### src/rtl/mc_control_fsm_if.sv
// Control bus between the multicycle control FSM and the shared datapath.
// Signals:
//   op, funct3, funct7b5, zero : instruction fields and ALU flag into the FSM
//   pc_write, adr_src, mem_write, ir_write, result_src,
//   alu_src_a, alu_src_b, alu_control, imm_src, reg_write : datapath controls
//   retire, illegal : instruction status
// master = control FSM side, slave = datapath side.
interface mc_control_fsm_if;
  logic [6:0] op;
  logic [2:0] funct3;
  logic       funct7b5;
  logic       zero;
  logic       pc_write;
  logic       adr_src;
  logic       mem_write;
  logic       ir_write;
  logic [1:0] result_src;
  logic [1:0] alu_src_a;
  logic [1:0] alu_src_b;
  logic [2:0] alu_control;
  logic [1:0] imm_src;
  logic       reg_write;
  logic       retire;
  logic       illegal;

  modport master (
    input  op, funct3, funct7b5, zero,
    output pc_write, adr_src, mem_write, ir_write, result_src,
           alu_src_a, alu_src_b, alu_control, imm_src, reg_write,
           retire, illegal
  );

  modport slave (
    output op, funct3, funct7b5, zero,
    input  pc_write, adr_src, mem_write, ir_write, result_src,
           alu_src_a, alu_src_b, alu_control, imm_src, reg_write,
           retire, illegal
  );
endinterface

### src/rtl/mc_control_fsm.sv
// Multicycle control unit: sequences each instruction through
// fetch/decode/execute/memory/writeback and drives the datapath controls.
// Ports:
//   clk   : system clock, rising edge
//   rst_n : asynchronous active-low reset (returns to FETCH)
//   bus   : mc_control_fsm_if.master (instruction fields in, controls out)
// Parameter SUPPORT_BNE: 1 accepts funct3=001 branches, 0 traps them.
module mc_control_fsm #(
  parameter bit SUPPORT_BNE = 1'b1
) (
  input  logic             clk,
  input  logic             rst_n,
  mc_control_fsm_if.master bus
);

  typedef enum logic [3:0] {
    FETCH, DECODE, MEMADR, MEMREAD, MEMWB, MEMWRITE,
    EXECR, EXECI, JAL, ALUWB, BRANCH, ILLEGAL
  } state_t;

  state_t     state, state_next;
  logic [1:0] alu_op;

  function automatic logic is_legal(input logic [6:0] o, input logic [2:0] f3,
                                    input logic f7b5);
    logic ok;
    ok = 1'b0;
    case (o)
      7'b0000011, 7'b0100011: ok = (f3 == 3'b010);
      7'b0110011: ok = (f3 inside {3'b000, 3'b100, 3'b110, 3'b111}) &&
                       !(f7b5 && (f3 != 3'b000));
      7'b0010011: ok = (f3 inside {3'b000, 3'b100, 3'b110, 3'b111});
      7'b1100011: ok = (f3 == 3'b000) || (SUPPORT_BNE && (f3 == 3'b001));
      7'b1101111: ok = 1'b1;
      default:    ok = 1'b0;
    endcase
    return ok;
  endfunction

  // funct7b5 only selects sub for R-type (op[5]=1); addi with imm[10]=1 stays add.
  function automatic logic [2:0] alu_decode(input logic [1:0] aop, input logic [2:0] f3,
                                            input logic op5, input logic f7b5);
    logic [2:0] code;
    code = 3'b000;
    case (aop)
      2'b01: code = 3'b001;
      2'b10: begin
        case (f3)
          3'b000:  code = (op5 && f7b5) ? 3'b001 : 3'b000;
          3'b111:  code = 3'b010;
          3'b110:  code = 3'b011;
          3'b100:  code = 3'b100;
          default: code = 3'b000;
        endcase
      end
      default: code = 3'b000;
    endcase
    return code;
  endfunction

  always_ff @(posedge clk or negedge rst_n) begin
    if (!rst_n) state <= FETCH;
    else        state <= state_next;
  end

  always_comb begin
    state_next     = state;
    bus.pc_write   = 1'b0;
    bus.adr_src    = 1'b0;
    bus.mem_write  = 1'b0;
    bus.ir_write   = 1'b0;
    bus.result_src = 2'b00;
    bus.alu_src_a  = 2'b00;
    bus.alu_src_b  = 2'b00;
    bus.reg_write  = 1'b0;
    bus.retire     = 1'b0;
    bus.illegal    = 1'b0;
    alu_op         = 2'b00;
    case (state)
      FETCH: begin
        bus.ir_write   = 1'b1;
        bus.alu_src_b  = 2'b10;
        bus.result_src = 2'b10;
        bus.pc_write   = 1'b1;
        state_next     = DECODE;
      end
      DECODE: begin
        // ALU-out captures old PC + imm here so BRANCH/JAL can use the target.
        bus.alu_src_a = 2'b01;
        bus.alu_src_b = 2'b01;
        if (!is_legal(bus.op, bus.funct3, bus.funct7b5)) begin
          state_next = ILLEGAL;
        end else begin
          case (bus.op)
            7'b0000011, 7'b0100011: state_next = MEMADR;
            7'b0110011:             state_next = EXECR;
            7'b0010011:             state_next = EXECI;
            7'b1100011:             state_next = BRANCH;
            7'b1101111:             state_next = JAL;
            default:                state_next = ILLEGAL;
          endcase
        end
      end
      MEMADR: begin
        bus.alu_src_a = 2'b10;
        bus.alu_src_b = 2'b01;
        state_next    = bus.op[5] ? MEMWRITE : MEMREAD;
      end
      MEMREAD: begin
        bus.adr_src = 1'b1;
        state_next  = MEMWB;
      end
      MEMWB: begin
        bus.result_src = 2'b01;
        bus.reg_write  = 1'b1;
        bus.retire     = 1'b1;
        state_next     = FETCH;
      end
      MEMWRITE: begin
        bus.adr_src   = 1'b1;
        bus.mem_write = 1'b1;
        bus.retire    = 1'b1;
        state_next    = FETCH;
      end
      EXECR: begin
        bus.alu_src_a = 2'b10;
        alu_op        = 2'b10;
        state_next    = ALUWB;
      end
      EXECI: begin
        bus.alu_src_a = 2'b10;
        bus.alu_src_b = 2'b01;
        alu_op        = 2'b10;
        state_next    = ALUWB;
      end
      JAL: begin
        // ALU computes old PC + 4 (link) while PC loads the target from ALU-out.
        bus.alu_src_a = 2'b01;
        bus.alu_src_b = 2'b10;
        bus.pc_write  = 1'b1;
        state_next    = ALUWB;
      end
      ALUWB: begin
        bus.reg_write = 1'b1;
        bus.retire    = 1'b1;
        state_next    = FETCH;
      end
      BRANCH: begin
        bus.alu_src_a = 2'b10;
        alu_op        = 2'b01;
        bus.retire    = 1'b1;
        // funct3[0] inverts the sense: beq takes on zero, bne on not-zero.
        bus.pc_write  = bus.zero ^ bus.funct3[0];
        state_next    = FETCH;
      end
      ILLEGAL: begin
        bus.illegal = 1'b1;
      end
      default: state_next = FETCH;
    endcase
    bus.alu_control = alu_decode(alu_op, bus.funct3, bus.op[5], bus.funct7b5);
    // Enables are suppressed for the whole reset interval, not just after the edge.
    if (!rst_n) begin
      bus.pc_write  = 1'b0;
      bus.mem_write = 1'b0;
      bus.ir_write  = 1'b0;
      bus.reg_write = 1'b0;
      bus.retire    = 1'b0;
    end
  end

  always_comb begin
    case (bus.op)
      7'b0100011: bus.imm_src = 2'b01;
      7'b1100011: bus.imm_src = 2'b10;
      7'b1101111: bus.imm_src = 2'b11;
      default:    bus.imm_src = 2'b00;
    endcase
  end

endmodule
### src/flat_wrapper.sv
// flat-port wrapper written by rule: the top's interface ports become plain ports
module mc_control_fsm_flat 
#(
  parameter bit SUPPORT_BNE = 1'b1
)
  (clk, rst_n, bus_op, bus_funct3, bus_funct7b5, bus_zero, bus_pc_write, bus_adr_src, bus_mem_write, bus_ir_write, bus_result_src, bus_alu_src_a, bus_alu_src_b, bus_alu_control, bus_imm_src, bus_reg_write, bus_retire, bus_illegal);
  mc_control_fsm_if bus_i ();
  input  logic clk;
  input  logic rst_n;
  input wire logic [$bits(bus_i.op)-1:0] bus_op;
  input wire logic [$bits(bus_i.funct3)-1:0] bus_funct3;
  input wire logic [$bits(bus_i.funct7b5)-1:0] bus_funct7b5;
  input wire logic [$bits(bus_i.zero)-1:0] bus_zero;
  output wire logic [$bits(bus_i.pc_write)-1:0] bus_pc_write;
  output wire logic [$bits(bus_i.adr_src)-1:0] bus_adr_src;
  output wire logic [$bits(bus_i.mem_write)-1:0] bus_mem_write;
  output wire logic [$bits(bus_i.ir_write)-1:0] bus_ir_write;
  output wire logic [$bits(bus_i.result_src)-1:0] bus_result_src;
  output wire logic [$bits(bus_i.alu_src_a)-1:0] bus_alu_src_a;
  output wire logic [$bits(bus_i.alu_src_b)-1:0] bus_alu_src_b;
  output wire logic [$bits(bus_i.alu_control)-1:0] bus_alu_control;
  output wire logic [$bits(bus_i.imm_src)-1:0] bus_imm_src;
  output wire logic [$bits(bus_i.reg_write)-1:0] bus_reg_write;
  output wire logic [$bits(bus_i.retire)-1:0] bus_retire;
  output wire logic [$bits(bus_i.illegal)-1:0] bus_illegal;
  assign bus_i.op = bus_op;
  assign bus_i.funct3 = bus_funct3;
  assign bus_i.funct7b5 = bus_funct7b5;
  assign bus_i.zero = bus_zero;
  assign bus_pc_write = bus_i.pc_write;
  assign bus_adr_src = bus_i.adr_src;
  assign bus_mem_write = bus_i.mem_write;
  assign bus_ir_write = bus_i.ir_write;
  assign bus_result_src = bus_i.result_src;
  assign bus_alu_src_a = bus_i.alu_src_a;
  assign bus_alu_src_b = bus_i.alu_src_b;
  assign bus_alu_control = bus_i.alu_control;
  assign bus_imm_src = bus_i.imm_src;
  assign bus_reg_write = bus_i.reg_write;
  assign bus_retire = bus_i.retire;
  assign bus_illegal = bus_i.illegal;
  mc_control_fsm #(.SUPPORT_BNE(SUPPORT_BNE)) u_core (.clk(clk), .rst_n(rst_n), .bus(bus_i));
endmodule
### config.mk
export PLATFORM = sky130hd
export DESIGN_NAME = mc_control_fsm_flat
export DESIGN_NICKNAME = d
export VERILOG_FILES = /design/src/rtl/mc_control_fsm_if.sv /design/src/rtl/mc_control_fsm.sv /design/src/flat_wrapper.sv
export SDC_FILE = /design/constraint.sdc
export NUM_CORES = 1
export LEC_CHECK = 0
export CORE_UTILIZATION = 44
export CTS_BUF_LIST = sky130_fd_sc_hd__clkbuf_8 sky130_fd_sc_hd__clkbuf_16
export CTS_CLUSTER_DIAMETER = 150
export DETAILED_ROUTE_END_ITERATION = 8
export HOLD_SLACK_MARGIN = 0.03
export PLACE_DENSITY = 0.84
export SKIP_CTS_REPAIR_TIMING = 1
export SLEW_MARGIN = 20
export SYNTH_ARGS = -nofsm -noshare
export SYNTH_HDL_FRONTEND = slang
export SYNTH_SLANG_ARGS = --single-unit
### constraint.sdc
create_clock -name clk -period 3.7 [get_ports clk]
set_input_delay 0.74 -clock clk [delete_from_list [all_inputs] [get_ports clk]]
set_output_delay 0.74 -clock clk [all_outputs]
set_load 0.01 [all_outputs]
=== Word level (Yosys, flattened, before mapping) ===
Index checks and enable logic that the tools add are counted.

* Reductions and logical operators: 19
* Shift-type cells: 0
* Magnitude comparators: 0
* Bitwise logic cells: 1
* Muxes and demuxes: 26
* Div/mod/pow operators: 0
* Eq/ne operators: 24
* Add/sub/neg operators: 0
* $mul: 0

{| class="wikitable"
|+ Operator list
! kind !! number
|-
| case mux 4 bit (6 select lines) || 1
|-
| case mux 4 bit (5 select lines) || 1
|-
| equality test 4 x 3 -> 1 bit, second input constant || 4
|-
| equality test 4 bit, second input constant || 4
|-
| case mux 2 bit (2 select lines) || 4
|-
| equality test 7 x 6 -> 1 bit, second input constant || 2
|-
| equality test 7 bit, second input constant || 2
|-
| 2-to-1 mux 1 bit || 13
|-
| case mux 3 bit (4 select lines) || 1
|-
| OR reduction 2 bit || 6
|-
| equality test 3 bit, second input constant || 3
|-
| equality test 4 x 2 -> 1 bit, second input constant || 2
|-
| OR reduction 4 bit || 2
|-
| equality test 7 x 2 -> 1 bit, second input constant || 1
|-
| equality test 7 x 5 -> 1 bit, second input constant || 1
|-
| case mux 2 bit (3 select lines) || 1
|-
| case mux 3 bit (2 select lines) || 1
|-
| OR reduction 3 bit || 2
|-
| case mux 1 bit (5 select lines) || 1
|-
| equality test 4 x 1 -> 1 bit, second input constant || 1
|-
| logical NOT 4 bit || 1
|-
| 2-to-1 mux 4 bit || 1
|-
| nonzero test 4 bit || 1
|-
| equality test 3 x 1 -> 1 bit, second input constant || 1
|-
| 11 further kinds || 13
|}

* Bits of input ports: 14
* Flip-flop bits (word level): 4
* Latch bits: 0
* Memory bits (writable): 0
* ROM bits: 0
* Memories: 0
* Output and inout port bits: 18
* Word-level logic and storage cells: 71

=== Depth between registers and ports, before layout ===
Gate-level depths: netlist of the first run.

* Depth after elaboration: 8
* Mapped depth: 7
* Gate-level depth less buffers: 6

=== Worst setup path after synthesis of the first run ===
OpenSTA, ideal clock, no wires.

* Path type: flip-flop to output port
* From: register u_core.state[1]
* To: output port bus_alu_control[1]
* Path slack: 1266 ps
* Buffers on the path: 2
* Arrival: 1694 ps
* Required time: 2960 ps
* Cell stages (with the launch flop): 6
* Cell sequence: dfrtp_1 -> clkbuf_1 -> clkbuf_1 -> and2_1 -> ha_1 -> nor3b_1

* Word-level cells in the longest chain between the ends: 5
* Elaborated cells on any way between the ends: 8
* Those cells by class: eq/ne: 5; mux: 2; reduce/logical: 1

{| class="wikitable"
|+ Ends and longest elaborated chain
! what !! line !! source
|-
| from (decl) || mc_control_fsm.sv:21 || <nowiki>state_t state, state_next;</nowiki>
|-
| from (signal assigned) || mc_control_fsm.sv:63 || <nowiki>else state <= state_next;</nowiki>
|-
| equality test 4 x 3 -> 1 bit || mc_control_fsm.sv:79 || <nowiki>case (state)</nowiki>
|-
| OR reduction 2 bit (no source line) || - ||
|-
| case mux 2 bit (2 select lines) * || mc_control_fsm.sv:79 ||
|-
| equality test 2 bit or equality test 2 x 1 -> 1 bit (tied branches) || mc_control_fsm.sv:45 || <nowiki>case (aop)</nowiki>
|-
| case mux 3 bit (2 select lines) * || mc_control_fsm.sv:45 ||
|-
| to (decl) || flat_wrapper.sv:21 || <nowiki>output wire logic [$bits(bus_i.alu_control)-1:0] bus_alu_control;</nowiki>
|}

Mark *: on every way between the ends. The rest lies on a longest branch, timed or not.

=== Worst setup path in the final report of the first run ===
* From: input port bus_op[5]
* To: output port bus_alu_control[0]

* Word-level cells in the longest chain between the ends: 4

{| class="wikitable"
|+ Ends and longest elaborated chain
! what !! line !! source
|-
| from (decl) || flat_wrapper.sv:10 || <nowiki>input wire logic [$bits(bus_i.op)-1:0] bus_op;</nowiki>
|-
| logical AND 1 bit || mc_control_fsm.sv:49 || <nowiki>3'b000: code = (op5 && f7b5) ? 3'b001 : 3'b000;</nowiki>
|-
| 2-to-1 mux 1 bit || mc_control_fsm.sv:49 ||
|-
| case mux 3 bit (4 select lines) || mc_control_fsm.sv:48 || <nowiki>case (f3)</nowiki>
|-
| case mux 3 bit (2 select lines) || mc_control_fsm.sv:45 ||
|}

No other way between the ends.

==> results of run 1 <==
-- layout make-up --
| cell class | instances | area share (%) |
|---|---|---|
| multi-input cells | 87 | 52.8 |
| repair buffers | 33 | 30.6 |
| flip-flops and latches | 4 | 9.41 |
| clock buffers | 3 | 3.88 |
| well taps | 16 | 1.88 |
| inverters | 4 | 1.41 |
-- cell usage in the layout (no fill, tap or decap), types with 3 or more instances in the layout --
cell type	instances
clkdlybuf4s50_1	31
nand2_1	8
nor3_1	7
nor2_1	7
a21oi_1	6
nand3_1	5
inv_1	4
a31oi_1	4
nand2b_1	4
o21a_1	4
dfrtp_1	4
nor2b_1	3
and3_1	3
o21ai_0	3
nand3b_1	3
clkbuf_8	3
-- final timing paths --
kind / startpoint / end / slack, ns
setup / recovery: bus_op[5] / bus_alu_control[0] / 0.50
hold reg to reg: u_core.state[2] / u_core.state[1] / 0.60
min in group asynchronous: rst_n / u_core.state[2] / 0.79
max in group asynchronous: rst_n / u_core.state[3] / 2.67
setup reg to reg: u_core.state[0] / u_core.state[0] / 2.12
hold / removal: u_core.state[2] / u_core.state[1] / 0.60
-- power by group through the flow --
stage,Combinational [W],Sequential (W),Clock [W]
global route,0.000476,0.000115,0.0000965
detailed placement,0.000423,0.000108,0
floorplan,0.000285,0.0000736,0
finish,0.000423,0.000108,0.0000913
global placement,0.000415,0.000108,0
CTS,0.000425,0.000109,0.0000933
-- cells by family (layout without fill, tap and decap cells) --
logic type / count (synthesis) / in the layout / synth area share [%]
and+or+nand+nor: 57 / 57 / 48.3
AOI/OAI and AO/OA: 24 / 24 / 22.7
buffers and inverters: 11 / 40 / 6.04
DFF: 4 / 4 / 14.2
xor gates and xnor gates: 3 / 3 / 3.73
adders and majority gates: 2 / 2 / 3.55
muxes: 1 / 1 / 1.42
-- per-stage QoR --
step	cells	worst slack (ns)
after floorplan	102	1.27
after global placement	144	0.552
after detailed placement	144	0.511
after CTS	147	0.490
after global routing	147	0.350
final	147	0.498
-- Yosys cell counts, types with 2 or more instances --
cell      number  area [sq um]
nand2_1        8          30.0
nor2_1         7          26.3
nor3_1         7          35.0
a21oi_1        6          30.0
clkbuf_1       5          18.8
nand3_1        5          25.0
a31oi_1        4          25.0
dfrtp_1        4           100
inv_1          4          15.0
nand2b_1       4          25.0
o21a_1         4          30.0
and3_1         3          18.8
nand3b_1       3          22.5
nor2b_1        3          18.8
o21ai_0        3          15.0
and2_1         2          12.5
and3b_1        2          17.5
ha_1           2          25.0
nand4_1        2          12.5
nor3b_1        2          15.0
nor4b_1        2          17.5
o211ai_1       2          15.0
xnor2_1        2          17.5
-- worst max-delay path: cells and delay by family --
family / cells / cell delay [ns]
AO/OA/AOI/OAI: 2 / 0.20
AND/OR/NAND/NOR: 2 / 0.35
buffers and inverters: 2 / 1.17
-- per-layer routing --
metal,global-route usage (%),vias up
met5,0,-
met4,3.13,0
met3,6.03,0
met2,37.8,34
met1,32.3,390
li1,-,438
==> impl_metrics.toml, run 1 <==
[outcome]
outcome = "finished, final reports clean"

[job]
cap_violations = 0

[global_route]
antenna_found_initial = 0
grt_pass1_vias = 764
grt_pass1_wl_microns = 3360
grt_max_degree = 24
grt_usage_pct = 23.4
grt_overflow_total = 0

[clock_network]
clk_latency_ns = 0.21
numCtsBuffers = 3
cts.root.buffer_cell = "clkbuf_8"
clock_sink_count = 4
clockBufferDepth = 2
cts.htree.levels = 1
clk_pin_slew_ns = 0.03
cts_tree = "yes"

[sta]
rsz0062_at_grt = "false"
worst_slew_pin_slew_ns = 0.490
slew_violations = 0
fin_crit_sh_pct = 86.5
fin_skew_ns = 0.00161
setup_viol = 0
clock.fmax_mhz = 312
whs_ns = 0.596
period_minus_slack_ns = 3.20
tns_ns = 0
finalHoldViolCount = 0
slew_headroom_pct = 67.3

[synth]
syn_area_sq_um = 704
avgSynthCellArea_sq_um = 6.91
netlist_instances = 102
ys_types = 39
ys_seq_area_share_pct = 14.2
synth-edff-count = 0
async_reset_ff_share_pct = 100
yosys_warnings = 0
synth_ff_type = "dfrtp_1"
ys_seq_elements = 4
synth_nets = 118

[drt]
via_count = 862
dr.first_iter.drc_count = 14
highest_layer = "met3"
wl_microns = 1860
avgViaCountPerCell = 5.86
first_pass_iters = 4
drc = 0
wl_met3_microns = 105
met1_length_microns = 877
wl_per_cell_microns = 12.6
route.met2.wl_microns = 876
ant_nets = 0

[floorplan]
die_area_sq_um = 1760
start_util_pct = 46.8
die_h_microns = 42.0
core_sq_um = 1510
rows = 14
io_pins = 32
dieWidth_microns = 42.0

[setup_path]
r2r_cells = 4
worst_path_most_repeated_cell = "clkdlybuf4s50_1"
required_ns = 2.96
critPathLaunchType = "primary input"
worstPathMaxFanout = 9
critPathMaxStageDelay_ns = 0.63
end_kind = "output port"
worstPathArrival_ns = 2.46
path_cells = "clkdlybuf4s50_1 > nor4bb_1 > a21o_1 > a31oi_1 > nor2_1 > clkdlybuf4s50_1"
worst-setup-path-type = "primary input to output port"
crit_path_top_delay_cell = "clkdlybuf4s50_1"

[cells_and_area]
reg_top3 = "u_core.state: 4 flops"
num-nets-final = 149
fillerInstances = 137
multi_input_area_sq_um = 562
largest_register_ff_count = 4
utilization_pct = 70.6
diodes = 0
drive_gt1_share_pct = 7.63
final_area_sq_um = 1060
syn2layout_area_growth_pct = 51.0
regMostFlops = "u_core.state"
ff_latch_area_sq_um = 100

[power]
switchingPower_w = 0.000266
internal_power_w = 0.000356
clockPowerShare_pct = 14.7
p_comb_share_pct = 67.9
peakVddDrop_mv = 0.231
seq_power_share_pct = 17.4
pwr_density_cell_nw_per_um2 = 585
power_leakage_nw = 0.404
swShare_pct = 42.8
power_w = 0.000622

[place]
gp_congestion = 0.833
place_hpwl_microns = 1400
numPortBuffers = 31
placed_area_sq_um = 1020

[hold_path]
min_path_type = "flop to flop"
hold_path_depth = 2
Power figures use the tool's default switching activity.
==> run 2: changes to the inputs <==
Settings changed: CTS_CLUSTER_SIZE set to 8, SKIP_LAST_GASP set to 1.
==> results of run 2 <==
No change in the layout: final DEF, timing and power equal those of run 1.
==> run 3: changes to the inputs <==
Settings changed: GPL_ROUTABILITY_DRIVEN set to 0, PLACE_DENSITY 0.84 to unset, PLACE_DENSITY_LB_ADDON set to 0.08.
==> run 3 against run 2 <==
- sequential power about the same
- critical path depth did not move
- clock skew grew 0.0018 ns
- sequential cell count did not move
- total power is 0.87% higher
- non-clock buffer count rose by 2
- final cell count up 1.4%
- via count up 2.4%
- fmax rose by 0.45%
- routed wire length unchanged
- largest power group unchanged
==> impl_metrics.toml, run 3 (same netlist as run 1, synthesis figures left out) <==
[setup_path]
critPathLaunchType = "primary input"
worstPathArrival_ns = 2.45
worst-setup-path-type = "primary input to output port"
worstPathMaxFanout = 8
end_kind = "output port"
required_ns = 2.96

[place]
dpl.cell_count = 146
pre_cts_ws_ns = 0.521
numPortBuffers = 31
place_hpwl_microns = 1440

[sta]
worst_slew_pin_slew_ns = 0.506
setup_viol = 0
finalWorstSetupSlack_ns = 0.513
period_minus_slack_ns = 3.19
fin_crit_sh_pct = 86.1
rsz0062_at_grt = "false"
clock.fmax_mhz = 314
tns_ns = 0
slew_violations = 0
slew_headroom_pct = 66.2
fin_skew_ns = 0.00339
finalHoldViolCount = 0

[floorplan]
start_util_pct = 46.8
die_h_microns = 42.0
rows = 14
die_area_sq_um = 1760
io_pins = 32
dieWidth_microns = 42.0
core_sq_um = 1510

[global_route]
grt_usage_pct = 23.8
grt_max_degree = 18
grt_pass1_vias = 827
grt_pass1_wl_microns = 3370
antenna_found_initial = 0
grt_overflow_total = 0

[drt]
first_pass_iters = 4
ant_nets = 0
dr.first_iter.drc_count = 13
via_count = 883
wl_per_cell_microns = 12.5
drc = 0
wl_microns = 1860
avgViaCountPerCell = 5.93

[clock_network]
cts.htree.levels = 1
clk_latency_ns = 0.21
cts.root.buffer_cell = "clkbuf_8"
clockBufferDepth = 2
clock_sink_count = 4
numCtsBuffers = 3
clk_pin_slew_ns = 0.03
cts_tree = "yes"

[cells_and_area]
num-nets-final = 151
stdcell_count = 149
largest_register_ff_count = 4
drive_gt1_share_pct = 9.02
final_common_cell = "clkdlybuf4s50_1"
syn2layout_area_growth_pct = 53.1
reg_top3 = "u_core.state: 4 flops"
fillerInstances = 135
diodes = 0
regMostFlops = "u_core.state"
layout_common_cells = "clkdlybuf4s50_1, nand2_1, nor3_1, nor2_1, a21oi_1"

[outcome]
outcome = "finished, final reports clean"

[power]
power_leakage_nw = 0.414
peakVddDrop_mv = 0.263
pwr_density_cell_nw_per_um2 = 582

[hold_path]
min_path_type = "flop to flop"

[job]
cap_violations = 0
[run 3: cell count changes in the layout (fill, tap and decap cells not counted)]
cell and delta:
buf_4 +2
[run 3: layout make-up]
cell class	instances	area, sq um	area share, %
multi-input cells	87	562	52.1
clock buffers	3	41.3	3.83
inverters	4	15.0	1.39
flip-flops and latches	4	100	9.28
well taps	16	20.0	1.86
repair buffers	35	340	31.6
[run 3: worst max-delay path, cell delays in order]
cell,delay [ns]
clkdlybuf4s50_1,0.54
nor4bb_1,0.32
a21o_1,0.13
a31oi_1,0.08
nor2_1,0.10
clkdlybuf4s50_1,0.55
[run 3: through the flow]
step           instance area (sq um)  power, W  hold slack [ns]  util [%]
2_1_floorplan                    704  0.000359            0.444         -
3_3_place_gp                    1040  0.000533            0.590      68.9
3_5_place_dp                    1040  0.000540            0.593      68.9
4_1_cts                         1080  0.000632            0.598      71.6
5_1_grt                         1080  0.000693            0.632      71.6
6_report                        1080  0.000628            0.594      71.6
[run 3: power by group]
group	switching (W)	internal, W
Combinational	0.000200	0.000231
Sequential	0.0000454	0.0000629
Clock	0.0000196	0.0000691
[run 3: routing by layer]
metal	wire, microns	vias to the layer above	track usage, %	share of wire, %
met1	811	411	27.6	44
met4	19	0	8.13	1.0
met3	85	4	6.47	4.6
li1	-	442	-	-
met5	0	-	0	0
met2	942	26	41.9	51
[run 3: final timing paths]
| path | from | to | slack [ns] | cells after the start |
|---|---|---|---|---|
| worst max-delay path | bus_funct3[2] | bus_alu_control[0] | 0.51 | 6 |
| worst min register to register | u_core.state[2] | u_core.state[3] | 0.59 | 3 |
| worst max register to register | u_core.state[0] | u_core.state[0] | 2.10 | 4 |
| worst min-delay path | u_core.state[2] | u_core.state[3] | 0.59 | 3 |
| min in group asynchronous | rst_n | u_core.state[3] | 0.79 | 1 |
| max in group asynchronous | rst_n | u_core.state[1] | 2.67 | 1 |
